--- config.mk ---
export PLATFORM = sky130hd
export DESIGN_NAME = barrido_compuerta_flat
export DESIGN_NICKNAME = d
export VERILOG_FILES = /design/src/rtl/barrido_compuerta_if.sv /design/src/rtl/barrido_compuerta.sv /design/src/flat_wrapper.sv
export SDC_FILE = /design/constraint.sdc
export NUM_CORES = 1
export LEC_CHECK = 0
export ABC_AREA = 1
export CAP_MARGIN = 20
export CORE_MARGIN = 1
export CORE_UTILIZATION = 30
export DETAILED_ROUTE_END_ITERATION = 6
export PLACE_DENSITY = 0.49
export SKIP_CTS_REPAIR_TIMING = 1
export SLEW_MARGIN = 0
export SYNTH_ARGS = -nofsm -noshare
export SYNTH_HDL_FRONTEND = slang
export SYNTH_SLANG_ARGS = --single-unit
--- constraint.sdc ---
create_clock -name clk -period 3.1 [get_ports clk]
set_input_delay 0.62 -clock clk [delete_from_list [all_inputs] [get_ports clk]]
set_output_delay 0.62 -clock clk [all_outputs]
set_load 0.05 [all_outputs]
--- src/rtl/barrido_compuerta_if.sv ---
// Bundle between the truth-table sweeper and its surroundings:
// gate drive/sample lines plus sweep status and results.
`timescale 1ns/1ps
interface barrido_compuerta_if #(
    parameter int CONT_W = 3
);
    logic              inicio;
    logic              salida_F;
    logic              entrada_A;
    logic              entrada_B;
    logic              ocupado;
    logic              listo;
    logic [3:0]        tabla_observada;
    logic [CONT_W-1:0] errores;
    logic              error;

    modport master (
        input  inicio,
        input  salida_F,
        output entrada_A,
        output entrada_B,
        output ocupado,
        output listo,
        output tabla_observada,
        output errores,
        output error
    );

    modport slave (
        output inicio,
        output salida_F,
        input  entrada_A,
        input  entrada_B,
        input  ocupado,
        input  listo,
        input  tabla_observada,
        input  errores,
        input  error
    );
endinterface

--- src/rtl/barrido_compuerta.sv ---
// Walks all four {A,B} combinations into a 2-input gate, samples F
// after a settle time and compares it against an expected truth table.
`timescale 1ns/1ps
module barrido_compuerta #(
    parameter int         ESPERA         = 2,
    parameter logic [3:0] TABLA_ESPERADA = 4'b1010,
    parameter int         CONT_W         = 3
) (
    input logic                 clk,
    input logic                 rst,
    barrido_compuerta_if.master bus
);
    localparam int CW = (ESPERA > 1) ? $clog2(ESPERA) : 1;
    localparam logic [CW-1:0] RECARGA = CW'(ESPERA - 1);
    localparam logic [CONT_W-1:0] MAXIMO = '1;

    typedef enum logic [1:0] {
        IDLE,
        PRESENTAR,
        FIN
    } estado_t;

    estado_t           estado_q, estado_d;
    logic [1:0]        indice_q, indice_d;
    logic [CW-1:0]     cuenta_q, cuenta_d;
    logic [3:0]        tabla_q, tabla_d;
    logic [CONT_W-1:0] errores_q, errores_d;
    logic              error_q, error_d;
    logic              listo_q, listo_d;
    logic              ocupado_q, ocupado_d;

    always_ff @(posedge clk) begin
        if (rst) begin
            estado_q  <= IDLE;
            indice_q  <= '0;
            cuenta_q  <= '0;
            tabla_q   <= '0;
            errores_q <= '0;
            error_q   <= 1'b0;
            listo_q   <= 1'b0;
            ocupado_q <= 1'b0;
        end else begin
            estado_q  <= estado_d;
            indice_q  <= indice_d;
            cuenta_q  <= cuenta_d;
            tabla_q   <= tabla_d;
            errores_q <= errores_d;
            error_q   <= error_d;
            listo_q   <= listo_d;
            ocupado_q <= ocupado_d;
        end
    end

    always_comb begin
        estado_d  = estado_q;
        indice_d  = indice_q;
        cuenta_d  = cuenta_q;
        tabla_d   = tabla_q;
        errores_d = errores_q;
        error_d   = error_q;
        listo_d   = listo_q;
        ocupado_d = ocupado_q;
        unique case (estado_q)
            IDLE, FIN: begin
                if (bus.inicio) begin
                    estado_d  = PRESENTAR;
                    indice_d  = '0;
                    cuenta_d  = RECARGA;
                    tabla_d   = '0;
                    errores_d = '0;
                    error_d   = 1'b0;
                    listo_d   = 1'b0;
                    ocupado_d = 1'b1;
                end
            end
            PRESENTAR: begin
                if (cuenta_q != '0) begin
                    cuenta_d = cuenta_q - 1'b1;
                end else begin
                    tabla_d[indice_q] = bus.salida_F;
                    if (bus.salida_F != TABLA_ESPERADA[indice_q]
                        && errores_q != MAXIMO) begin
                        errores_d = errores_q + 1'b1;
                    end
                    error_d  = (errores_d != '0);
                    cuenta_d = RECARGA;
                    if (indice_q == 2'd3) begin
                        // index back to 0 also parks the gate inputs low
                        estado_d  = FIN;
                        indice_d  = '0;
                        listo_d   = 1'b1;
                        ocupado_d = 1'b0;
                    end else begin
                        indice_d = indice_q + 2'd1;
                    end
                end
            end
            default: estado_d = IDLE;
        endcase
    end

    assign bus.entrada_A       = indice_q[1];
    assign bus.entrada_B       = indice_q[0];
    assign bus.ocupado         = ocupado_q;
    assign bus.listo           = listo_q;
    assign bus.tabla_observada = tabla_q;
    assign bus.errores         = errores_q;
    assign bus.error           = error_q;
endmodule

--- src/flat_wrapper.sv ---
// flat-port wrapper written by rule: the top's interface ports become plain ports
module barrido_compuerta_flat 
#(
    parameter int         ESPERA         = 2,
    parameter logic [3:0] TABLA_ESPERADA = 4'b1010,
    parameter int         CONT_W         = 3
)
  (clk, rst, bus_inicio, bus_salida_F, bus_entrada_A, bus_entrada_B, bus_ocupado, bus_listo, bus_tabla_observada, bus_errores, bus_error);
  barrido_compuerta_if #(.CONT_W(CONT_W)) bus_i ();
  input logic clk;
  input logic rst;
  input wire logic [$bits(bus_i.inicio)-1:0] bus_inicio;
  input wire logic [$bits(bus_i.salida_F)-1:0] bus_salida_F;
  output wire logic [$bits(bus_i.entrada_A)-1:0] bus_entrada_A;
  output wire logic [$bits(bus_i.entrada_B)-1:0] bus_entrada_B;
  output wire logic [$bits(bus_i.ocupado)-1:0] bus_ocupado;
  output wire logic [$bits(bus_i.listo)-1:0] bus_listo;
  output wire logic [$bits(bus_i.tabla_observada)-1:0] bus_tabla_observada;
  output wire logic [$bits(bus_i.errores)-1:0] bus_errores;
  output wire logic [$bits(bus_i.error)-1:0] bus_error;
  assign bus_i.inicio = bus_inicio;
  assign bus_i.salida_F = bus_salida_F;
  assign bus_entrada_A = bus_i.entrada_A;
  assign bus_entrada_B = bus_i.entrada_B;
  assign bus_ocupado = bus_i.ocupado;
  assign bus_listo = bus_i.listo;
  assign bus_tabla_observada = bus_i.tabla_observada;
  assign bus_errores = bus_i.errores;
  assign bus_error = bus_i.error;
  barrido_compuerta #(.ESPERA(ESPERA), .TABLA_ESPERADA(TABLA_ESPERADA), .CONT_W(CONT_W)) u_core (.clk(clk), .rst(rst), .bus(bus_i));
endmodule
==> Word-level counts from Yosys, hierarchy flattened <==
Index checks and enable logic that the tools add are counted.
{ "word_totals": {"ff_bits": 15, "latch_bits": 0, "ramBits": 0, "mem_bits_ro": 0, "in_bits": 4, "output_inout_bits": 12, "wordCells": 65, "memories": 0} }
{ "classes": {"addsub": 3, "mul": 0, "div_mod_pow": 0, "n_lt_le_gt_ge": 2, "n_eq_ne": 8, "shift": 0, "n_mux": 34, "n_bitwise": 0, "reduce_logical": 10} }
{ "ops": {"columns": ["operator", "count"], "rows": [
  ["3-bit two-way mux", 5],
  ["2-bit two-way mux", 6],
  ["1-bit two-way mux", 10],
  ["4-bit two-way mux", 2],
  ["1-bit one-hot mux with 2 select lines", 4],
  ["2-bit one-hot mux with 2 select lines", 2],
  ["4-bit one-hot mux with 2 select lines", 1],
  ["3-bit one-hot mux with 2 select lines", 1],
  ["3-bit AND reduction", 2],
  ["4-bit bitwise mux", 1],
  ["2-bit == test, second input constant", 2],
  ["2-bit != test, second input constant", 2],
  ["4-bit AND reduction", 1],
  ["3-bit by 1-bit adder with 3-bit output, second input constant", 1],
  ["2-bit by 3-bit < comparator with 1-bit output, second input constant", 1],
  ["3-bit != test, second input constant", 1],
  ["3-bit nonzero test", 1],
  ["2-bit by 1-bit adder with 2-bit output, second input constant", 1],
  ["1-bit binary-select mux with 2-bit select", 1],
  ["1-bit demux with 2-bit select", 1],
  ["2-bit by 1-bit == test with 1-bit output, second input constant", 1],
  ["2-bit by 1-bit greater-or-equal comparator with 1-bit output, second input constant", 1],
  ["1-bit logical AND", 2],
  ["2-bit logical NOT", 1],
  ["6 further kinds", 6]
]} }

==> Longest topological paths before layout <==
Gate-level depths: netlist of the first run.
{ "depth": {"depth_word": 10, "ltp_mapped": 9, "depth_no_buf": 9} }

==> Worst setup path after synthesis of the first run <==
No wires, ideal clock.
{ "synth_path": {"kind": "register to register", "startpoint": "reg u_core.errores_q[0] (netlist: u_core.bus.errores[0])", "endpoint": "reg u_core.error_q (netlist: u_core.bus.error)", "setup_ns": 0.128, "arrival_time_ns": 1.497, "required_ns": 2.972, "slack_ns": 1.475, "path_stages_with_launch": 9, "path_buffers": 0, "cell_sequence": "dfxtp_1 ha_1 ha_1 inv_1 nand4_1 nand3_1 nand2_1 nor2_1 nor2_1"} }
{ "synth_between": {"elab_chain_cells": 8, "elab_cells_between_ends": 9} }
{ "synth_rtl": {"columns": ["item", "line", "source"], "rows": [
  ["from (decl)", "barrido_compuerta.sv:27", "logic [CONT_W-1:0] errores_q, errores_d;"],
  ["from (signal assigned)", "barrido_compuerta.sv:47", "errores_q <= errores_d;"],
  ["parallel branches: the longest is 2 deep, another holds 3-bit by 1-bit adder with 3-bit output", null, null],
  ["3-bit two-way mux (*)", "barrido_compuerta.sv:81", "if (bus.salida_F != TABLA_ESPERADA[indice_q]"],
  ["3-bit two-way mux (*)", "barrido_compuerta.sv:77", "if (cuenta_q != '0) begin"],
  ["3-bit two-way mux (*)", "barrido_compuerta.sv:63", "unique case (estado_q)"],
  ["3-bit nonzero test (*)", "barrido_compuerta.sv:85", "error_d = (errores_d != '0);"],
  ["1-bit two-way mux (*)", "barrido_compuerta.sv:77", null],
  ["1-bit one-hot mux with 2 select lines (*)", "barrido_compuerta.sv:63", null],
  ["to (signal assigned)", "barrido_compuerta.sv:48", "error_q <= error_d;"],
  ["to (decl)", "barrido_compuerta.sv:28", "logic error_q, error_d;"]
]} }
Mark *: on every way between the ends. The select of a mux whose other input is x is not followed.
A chain may end at the register's enable or synchronous reset.

==> Worst setup path after layout of the first run <==
{ "layout_path": {"startpoint": "reg u_core.indice_q[0]", "endpoint": "out bus_entrada_B"} }
{ "layout_rtl": {"columns": ["item", "line", "source"], "rows": [
  ["from (decl)", "barrido_compuerta.sv:24", "logic [1:0] indice_q, indice_d;"],
  ["from (signal assigned)", "barrido_compuerta.sv:44", "indice_q <= indice_d;"],
  ["to (decl)", "flat_wrapper.sv:15", "output wire logic [$bits(bus_i.entrada_B)-1:0] bus_entrada_B;"]
]} }
No word-level cell between the ends.

==> results of run 1 <==
[per-stage QoR]
stage	util, %	instance area [um^2]	hold slack, ns
finish	41.7	948	0.465
global route	41.7	948	0.482
CTS	41.7	948	0.469
detailed placement	40.5	921	0.453
global placement	40.5	921	0.451
floorplan	-	739	0.439
[registers in the layout (all words and copies together) (netlist names)]
name                        cells
u_core.bus.error                1
u_core.bus.errores              3
u_core.bus.listo                1
u_core.bus.ocupado              1
u_core.bus.tabla_observada      4
u_core.cuenta_q                 1
u_core.estado_q                 2
u_core.indice_q                 2
[worst max-delay path by stage]
stage | start | to
floorplan | u_core.bus.errores[0] | u_core.bus.error
global placement | bus_inicio | u_core.bus.error
detailed placement | bus_salida_F | u_core.bus.error
CTS | u_core.indice_q[0] | bus_entrada_B
global route | u_core.indice_q[0] | bus_entrada_B
finish | u_core.indice_q[0] | bus_entrada_B
[power breakdown]
| part | total, uW | switching [uW] | internal (uW) | leakage [uW] |
|---|---|---|---|---|
| Clock | 114 | 65.7 | 48.1 | 0.0000177 |
| Sequential | 219 | 13.0 | 206 | 0.000123 |
| Combinational | 132 | 88.1 | 44.3 | 0.000262 |
[cell usage in the layout (no fill, tap or decap), types with 3 or more instances in the layout]
cell type and n:
a21oi_1 13, clkbuf_4 3, clkdlybuf4s50_1 15, dfxtp_1 15
ha_1 6, inv_1 14, nand2_1 24, nand3_1 6
nand4_1 3, nor2_1 10, nor3_1 3
[metal layers]
metal | vias to the layer above | global-route usage [%] | share of wire [%]
met1 | 299 | 17.1 | 51
li1 | 364 | - | -
met5 | - | 0 | 0
met2 | 13 | 19.3 | 43
met4 | 0 | 9.01 | 1.9
met3 | 4 | 5.26 | 4.9
[layout make-up]
cell class,count,area (um^2),share of cell area (%)
clock buffers,3,22.5,2.37
clock inverters,1,5.00,0.528
multi-input cells,71,375,39.6
repair buffers,15,150,15.8
well taps,28,35.0,3.69
inverters,16,60.1,6.33
flip-flops and latches,15,300,31.7
[kinds of logic after synthesis]
logic type / Yosys count
adder cells (fa/ha/maj): 6
buffers and inverters: 17
AO/OA/AOI/OAI: 17
flip-flops: 15
AND/OR/NAND/NOR: 48
==> results.sh, run 1 <==
export IMPL_status="finished clean"
export IMPL_synth_area_um2=739
export IMPL_grt_max_degree=12
export IMPL_clkTransAtPathRegs_ns=0.09
export IMPL_synth_warnings=0
export IMPL_rsz0062_at_grt="false"
export IMPL_drc=0
export IMPL_fp_dieH_um=51.6
export IMPL_cts_buffer_depth=2
export IMPL_p_per_area_nw_per_um2=490
export IMPL_synth_nets=113
export IMPL_worstHoldPathType="flip-flop to flip-flop"
export IMPL_clock_skew_ns=0.00600
export IMPL_die_area_um2=2670
export IMPL_yosys_top_cells_count="nand2_1, dfxtp_1, inv_1, a21oi_1, nor2_1"
export IMPL_cp_depth=1
export IMPL_die_x_um=51.6
export IMPL_slew_headroom_pct=67.2
export IMPL_rr_endpoint="u_core.bus.error"
export IMPL_synth_area_top_cells="dfxtp_1, nand2_1, ha_1"
export IMPL_cap_violations=0
export IMPL_initial_utilization_pct=32.5
export IMPL_ys_seq_area_share_pct=40.6
export IMPL_grt_pass1_vias=568
export IMPL_critPathSlowestCell="clkdlybuf4s50_1"
export IMPL_num_rows=17
export IMPL_power_uw=465
export IMPL_fin_crit_ns=2.19
export IMPL_place_congestion=0.751
export IMPL_cts_htree_levels=1
export IMPL_critPathBufInv=1
export IMPL_setup_viol=0
export IMPL_synth_top_family_by_area="simple AND/OR/NAND/NOR gates"
export IMPL_synth_xor_area_share_pct=0
export IMPL_hold_viol=0
export IMPL_required_ns=2.48
export IMPL_synthFlopType="dfxtp_1"
export IMPL_ff2ff_setup_slack_ns=1.67
export IMPL_synth_area_per_cell_um2=7.18
export IMPL_hpwl_um=1170
export IMPL_start_kind="flip-flop"
export IMPL_grt_usage_pct=13.7
export IMPL_syn_inst=103
export IMPL_port_buffers=15
export IMPL_first_pass_iters=4
export IMPL_r2r_start="u_core.bus.errores[0]"
export IMPL_hold_path_end="u_core.estado_q[1]"
export IMPL_drtAntennaViolNets=0
export IMPL_cts_tree="yes"
export IMPL_dp_cells=145
export IMPL_fin_crit_sh_pct=70.6
export IMPL_ctsRootBufferMaster="clkbuf_4"
export IMPL_worstPathArrival_ns=1.57
export IMPL_grt_pass1_wl_um=2550
export IMPL_synth_top_area_cell="dfxtp_1"
export IMPL_synth_compound_area_share_pct=13.0
export IMPL_cts_sink_count=15
export IMPL_path_class="flip-flop to output pin"
export IMPL_fin_ws_ns=0.911
export IMPL_initialDrtViolationCount=11
export IMPL_layout_cells_non_filler=149
export IMPL_crit_path_max_incr_delay_ns=0.84
export IMPL_critical_path_max_fanout=6
export IMPL_vias=680
export IMPL_ys_seq_elements=15
export IMPL_layout_drive_gt1_share_pct=7.44
export IMPL_finalMaxSlewViolations=0
export IMPL_yosysTopAreaCellShare_pct=40.6
export IMPL_overflow=0
export IMPL_leakage_uw=0.000402
export IMPL_clock_latency_ns=0.29
export IMPL_r2r_cells=9
export IMPL_synth_edff_count=0
export IMPL_routed_via_density=4.56
export IMPL_cpLargestDelayFamily="buffers and inverters"
export IMPL_routed_wl_um=1630
export IMPL_syn_to_final_growth_pct=28.3
export IMPL_yosysMostFrequentCell="nand2_1"
export IMPL_async_flop_share_pct=0
export IMPL_antenna_found_initial=0
export IMPL_vdd_ir_drop_max_uv=243
export IMPL_coreArea_um2=2280
export IMPL_place_ws_ns=1.11
export IMPL_cts_buffers=3
export IMPL_wire_per_inst_um=10.9
export IMPL_io_pins=16
export IMPL_synthMuxAreaShare_pct=0
export IMPL_worst_slew_pin_slew_ns=0.491
export IMPL_max_freq_mhz=457
export IMPL_synth_adder_area_share_pct=10.2
export IMPL_fillers=234
export IMPL_antenna_cells=0
export IMPL_min_path_cells=2
export IMPL_hold_start="u_core.estado_q[1]"
export IMPL_yosys_area_share_simple_pct=27.6
export IMPL_yosysUniqueCellTypes=16
export IMPL_crit_chain="clkdlybuf4s50_1"
export IMPL_setup_tns_ns=0
export IMPL_cp_end_kind="output pin"
export IMPL_finalNetCount=132
Power figures use the tool's default switching activity.
==> run 2: changes to the inputs <==
Settings changed: PLACE_DENSITY 0.49 to 0.51.
Clock period 3.1 ns to 1.9 ns, I/O delays scaled along.
==> run 2 against run 1 <==
Against the previous run: first-iteration DRC count grew 100%; combinational power is 64% higher; final cell count increased by 1.3%; cell area increased by 0.13%; clock power up 55%; critical path depth unchanged; non-clock buffer count rose by 2; register-to-register slack worse by 1.2 ns; die area unchanged; largest power group unchanged; highest routed layer unchanged.
==> results.sh, run 2 (synthesized netlist as in run 1, its figures left out) <==
export IMPL_status="finished clean"
export IMPL_layout_commonest_cell="nand2_1"
export IMPL_critical_path_max_fanout=2
export IMPL_rr_endpoint="u_core.bus.error"
export IMPL_fillers=228
export IMPL_finalNetCount=134
export IMPL_die_x_um=51.6
export IMPL_wire_per_inst_um=10.0
export IMPL_num_rows=17
export IMPL_min_path_cells=2
export IMPL_coreArea_um2=2280
export IMPL_required_ns=1.52
export IMPL_antenna_found_initial=0
export IMPL_hpwl_um=1150
export IMPL_seqCellArea_um2=300
export IMPL_crit_chain="clkdlybuf4s50_1"
export IMPL_vias=677
export IMPL_final_cell_mix="nand2_1, dfxtp_1, inv_1, a21oi_1"
export IMPL_cts_htree_levels=1
export IMPL_max_freq_mhz=552
export IMPL_top_layer_used="met4"
export IMPL_crit_path_max_incr_delay_ns=0.81
export IMPL_setup_tns_ns=0
export IMPL_layout_drive_gt1_share_pct=12.2
export IMPL_r2r_start="u_core.bus.errores[0]"
export IMPL_drtAntennaViolNets=0
export IMPL_finalMaxSlewViolations=0
export IMPL_r2r_cells=9
export IMPL_initialDrtViolationCount=22
export IMPL_fin_crit_sh_pct=95.3
export IMPL_first_pass_iters=6
export IMPL_p_per_area_nw_per_um2=788
export IMPL_ctsRootBufferMaster="clkbuf_4"
export IMPL_syn_to_final_growth_pct=28.4
export IMPL_largest_reg_flops=4
export IMPL_start_kind="flip-flop"
export IMPL_fp_dieH_um=51.6
export IMPL_worstPathArrival_ns=1.43
export IMPL_setup_viol=0
export IMPL_rsz0062_at_grt="false"
export IMPL_critPathSlowestCell="clkdlybuf4s50_1"
export IMPL_routed_wl_met3_um=88
export IMPL_leakage_uw=0.000419
export IMPL_cap_violations=0
export IMPL_slew_headroom_pct=67.0
export IMPL_die_area_um2=2670
export IMPL_path_class="flip-flop to output pin"
export IMPL_routed_wl_um=1520
export IMPL_cts_tree="yes"
export IMPL_grt_max_degree=11
export IMPL_dr_wl_met2_um=656
export IMPL_cts_buffers=3
export IMPL_fin_crit_ns=1.81
export IMPL_power_uw=749
export IMPL_clock_skew_ns=0.00504
export IMPL_grt_pass1_vias=633
export IMPL_cp_startpoint="u_core.bus.tabla_observada[0]"
export IMPL_overflow=0
export IMPL_cts_buffer_depth=2
export IMPL_drc=0
export IMPL_ff2ff_setup_slack_ns=0.49
export IMPL_critPathBufInv=1
export IMPL_clock_latency_ns=0.28
export IMPL_cpLargestDelayFamily="buffers and inverters"
export IMPL_place_congestion=0.773
export IMPL_routed_via_density=4.48
export IMPL_port_buffers=15
export IMPL_multi_input_area_um2=375
export IMPL_antenna_cells=0
export IMPL_hold_start="u_core.bus.listo"
export IMPL_hold_viol=0
export IMPL_drt_met1_wl_um=758
export IMPL_initial_utilization_pct=32.5
export IMPL_grt_usage_pct=13.4
export IMPL_cts_sink_count=15
export IMPL_grt_pass1_wl_um=2620
export IMPL_vdd_ir_drop_max_uv=397
export IMPL_worst_slew_pin_slew_ns=0.494
export IMPL_cp_end_kind="output pin"
export IMPL_worstHoldPathType="flip-flop to flip-flop"
export IMPL_clkTransAtPathRegs_ns=0.08
export IMPL_io_pins=16
export IMPL_hold_path_end="u_core.bus.listo"
-- run 2: cell types whose count changed in the layout (fill, tap and decap cells not counted), sizes merged --
cell	before	now
clkdlybuf4s50	15	10
clkinv	1	0
buf	0	7
clkbuf	3	4
-- run 2: stage by stage --
step | worst slack, ns | utilization [%] | std cells | hold slack, ns | cell area, um^2
finish | 0.0895 | 41.7 | 151 | 0.464 | 950
global placement | 0.256 | 40.6 | 147 | 0.455 | 923
detailed placement | 0.221 | 40.6 | 147 | 0.453 | 923
CTS | 0.0702 | 41.7 | 151 | 0.466 | 950
floorplan | 0.275 | - | 103 | 0.439 | 739
global route | 0.0238 | 41.7 | 151 | 0.489 | 950
-- run 2: layout make-up --
type                            count  share of cell area, %
Multi-Input combinational cell     71                   39.5
Sequential cell                    15                   31.6
Timing Repair Buffer               17                   16.1
Inverter                           16                   6.32
Tap cell                           28                   3.69
Clock buffer                        4                   2.77
-- run 2: how the worst max path moves through the flow --
| stage | cells past startpoint | slack (ns) | endpoint |
|---|---|---|---|
| after floorplan | 8 | 0.28 | u_core.bus.error |
| after detailed placement | 10 | 0.22 | u_core.bus.error |
| after global placement | 10 | 0.26 | u_core.bus.error |
| final | 1 | 0.09 | bus_tabla_observada[0] |
| after global routing | 1 | 0.02 | bus_tabla_observada[1] |
| after CTS | 1 | 0.07 | bus_tabla_observada[0] |
-- run 2: report_power, final --
part	total (uW)	switching, uW	internal (uW)
combinational	216	144	72.5
sequential	356	20.7	335
clock	177	95.3	81.4
-- run 2: per-layer routing --
| metal | GRT usage [%] | up-vias |
|---|---|---|
| met5 | 0 | - |
| met4 | 4.05 | 0 |
| met3 | 6.14 | 2 |
| met2 | 20.3 | 16 |
| met1 | 16.8 | 292 |
| li1 | - | 367 |
==> run 3: changes to the inputs <==
Settings changed: GPL_TIMING_DRIVEN set to 0.
==> run 3 against run 2 <==
Against the previous run: hold slack improved by 0.0028 ns; fmax rose by 0.11%; global-route usage rose by 0.14 points; via count rose by 0.59%; sequential power barely moved; flip-flop and latch count did not move; combinational power barely moved; total power rose by 1.0%; die area did not move; critical endpoint is now bus_tabla_observada[1]; largest cell class unchanged.
==> results.sh, run 3 (synthesized netlist as in run 1, its figures left out) <==
export IMPL_status="finished clean"
export IMPL_cts_sink_count=15
export IMPL_power_uw=756
export IMPL_antenna_found_initial=0
export IMPL_drc=0
export IMPL_overflow=0
export IMPL_drtAntennaViolNets=0
export IMPL_cp_end_kind="output pin"
export IMPL_coreArea_um2=2280
export IMPL_layout_commonest_cell="nand2_1"
export IMPL_cts_tree="yes"
export IMPL_cpLargestDelayFamily="buffers and inverters"
export IMPL_clock_skew_ns=0.00222
export IMPL_holdWs_ns=0.466
export IMPL_slew_headroom_pct=66.6
export IMPL_crit_chain="clkdlybuf4s50_1"
export IMPL_initialDrtViolationCount=9
export IMPL_routed_wl_um=1570
export IMPL_start_kind="flip-flop"
export IMPL_ctsRootBufferMaster="clkbuf_4"
export IMPL_worstPathArrival_ns=1.43
export IMPL_vias=681
export IMPL_cts_buffer_depth=2
export IMPL_io_pins=16
export IMPL_critPathBufInv=1
export IMPL_die_x_um=51.6
export IMPL_port_buffers=15
export IMPL_largest_reg_flops=4
export IMPL_rsz0062_at_grt="false"
export IMPL_clock_latency_ns=0.28
export IMPL_worst_slew_pin_slew_ns=0.501
export IMPL_place_congestion=0.760
export IMPL_worstHoldPathType="flip-flop to flip-flop"
export IMPL_grt_pass1_wl_um=2580
export IMPL_grt_usage_pct=13.6
export IMPL_syn_to_final_growth_pct=30.3
export IMPL_critPathSlowestCell="clkdlybuf4s50_1"
export IMPL_layout_drive_gt1_share_pct=6.56
export IMPL_fp_dieH_um=51.6
export IMPL_crit_path_max_incr_delay_ns=0.80
export IMPL_final_cell_mix="nand2_1, dfxtp_1, inv_1, a21oi_1"
export IMPL_required_ns=1.52
export IMPL_first_pass_iters=4
export IMPL_hold_viol=0
export IMPL_grt_pass1_vias=606
export IMPL_critical_path_max_fanout=2
export IMPL_fin_crit_sh_pct=95.2
export IMPL_die_area_um2=2670
export IMPL_leakage_uw=0.000488
export IMPL_fin_crit_ns=1.81
export IMPL_p_per_area_nw_per_um2=785
export IMPL_grt_max_degree=11
export IMPL_max_freq_mhz=553
export IMPL_finalNetCount=133
export IMPL_antenna_cells=0
export IMPL_clkTransAtPathRegs_ns=0.09
export IMPL_wire_per_inst_um=10.5
export IMPL_hpwl_um=1140
export IMPL_setup_viol=0
export IMPL_finalMaxSlewViolations=0
export IMPL_cts_htree_levels=1
export IMPL_num_rows=17
export IMPL_cts_buffers=3
export IMPL_cap_violations=0
export IMPL_path_class="flip-flop to output pin"
export IMPL_vdd_ir_drop_max_uv=418
export IMPL_initial_utilization_pct=32.5
export IMPL_routed_via_density=4.54
==> run 3: cell types whose count changed in the layout (fill, tap and decap cells not counted), sizes merged <==
| cell | previous run | this run |
|---|---|---|
| buf | 7 | 0 |
| dlymetal6s2s | 0 | 5 |
| clkbuf | 4 | 5 |
==> run 3: metal layers <==
| metal | routed length [um] | share of wire [%] | GRT usage, % | vias up |
|---|---|---|---|---|
| li1 | - | - | - | 371 |
| met1 | 808 | 51 | 16.5 | 298 |
| met2 | 690 | 44 | 21.2 | 10 |
| met3 | 63 | 4.0 | 6.14 | 2 |
| met4 | 10 | 0.64 | 4.05 | 0 |
| met5 | 0 | 0 | 0 | - |
==> run 3: final timing paths <==
kind | startpoint | end | slack, ns | cells past startpoint
setup / recovery | u_core.bus.tabla_observada[1] | bus_tabla_observada[1] | 0.09 | 1
hold reg to reg | u_core.bus.tabla_observada[3] | u_core.bus.tabla_observada[3] | 0.47 | 2
hold / removal | u_core.bus.tabla_observada[3] | u_core.bus.tabla_observada[3] | 0.47 | 2
setup reg to reg | u_core.bus.errores[0] | u_core.bus.error | 0.48 | 9
==> run 3: area by class of cell <==
cell class	count	area (um^2)
Buffer	1	3.75
Clock buffer	4	26.3
Fill cell	247	1310
Inverter	16	60.1
Multi-Input combinational cell	71	375
Sequential cell	15	300
Tap cell	28	35.0
Timing Repair Buffer	15	163
==> run 3: power by group <==
part / switching, uW / internal [uW]
clock network: 104 / 81.6
registers: 20.0 / 335
logic: 144 / 71.6
total: 268 / 489
==> run 3: stage by stage <==
stage / std cells / util [%] / area (um^2) / setup TNS, ns / worst slack, ns
after global routing: 150 / 42.3 / 963 / 0 / 0.0127
after floorplan: 103 / - / 739 / 0 / 0.275
after detailed placement: 146 / 40.6 / 925 / 0 / 0.140
after CTS: 150 / 41.8 / 951 / -0.155 / -0.0714
final: 150 / 42.3 / 963 / 0 / 0.0915
after global placement: 146 / 40.6 / 925 / 0 / 0.151
==> run 3: worst register-to-register path, stage by stage (launching register included) <==
cell and delay (ns):
dfxtp_1 0.36, ha_1 0.22, ha_1 0.17, inv_1 0.10
nand3_1 0.13, nand2_1 0.08, nand3_1 0.09, nand2_1 0.09
nor2_1 0.04, nor2_1 0.07
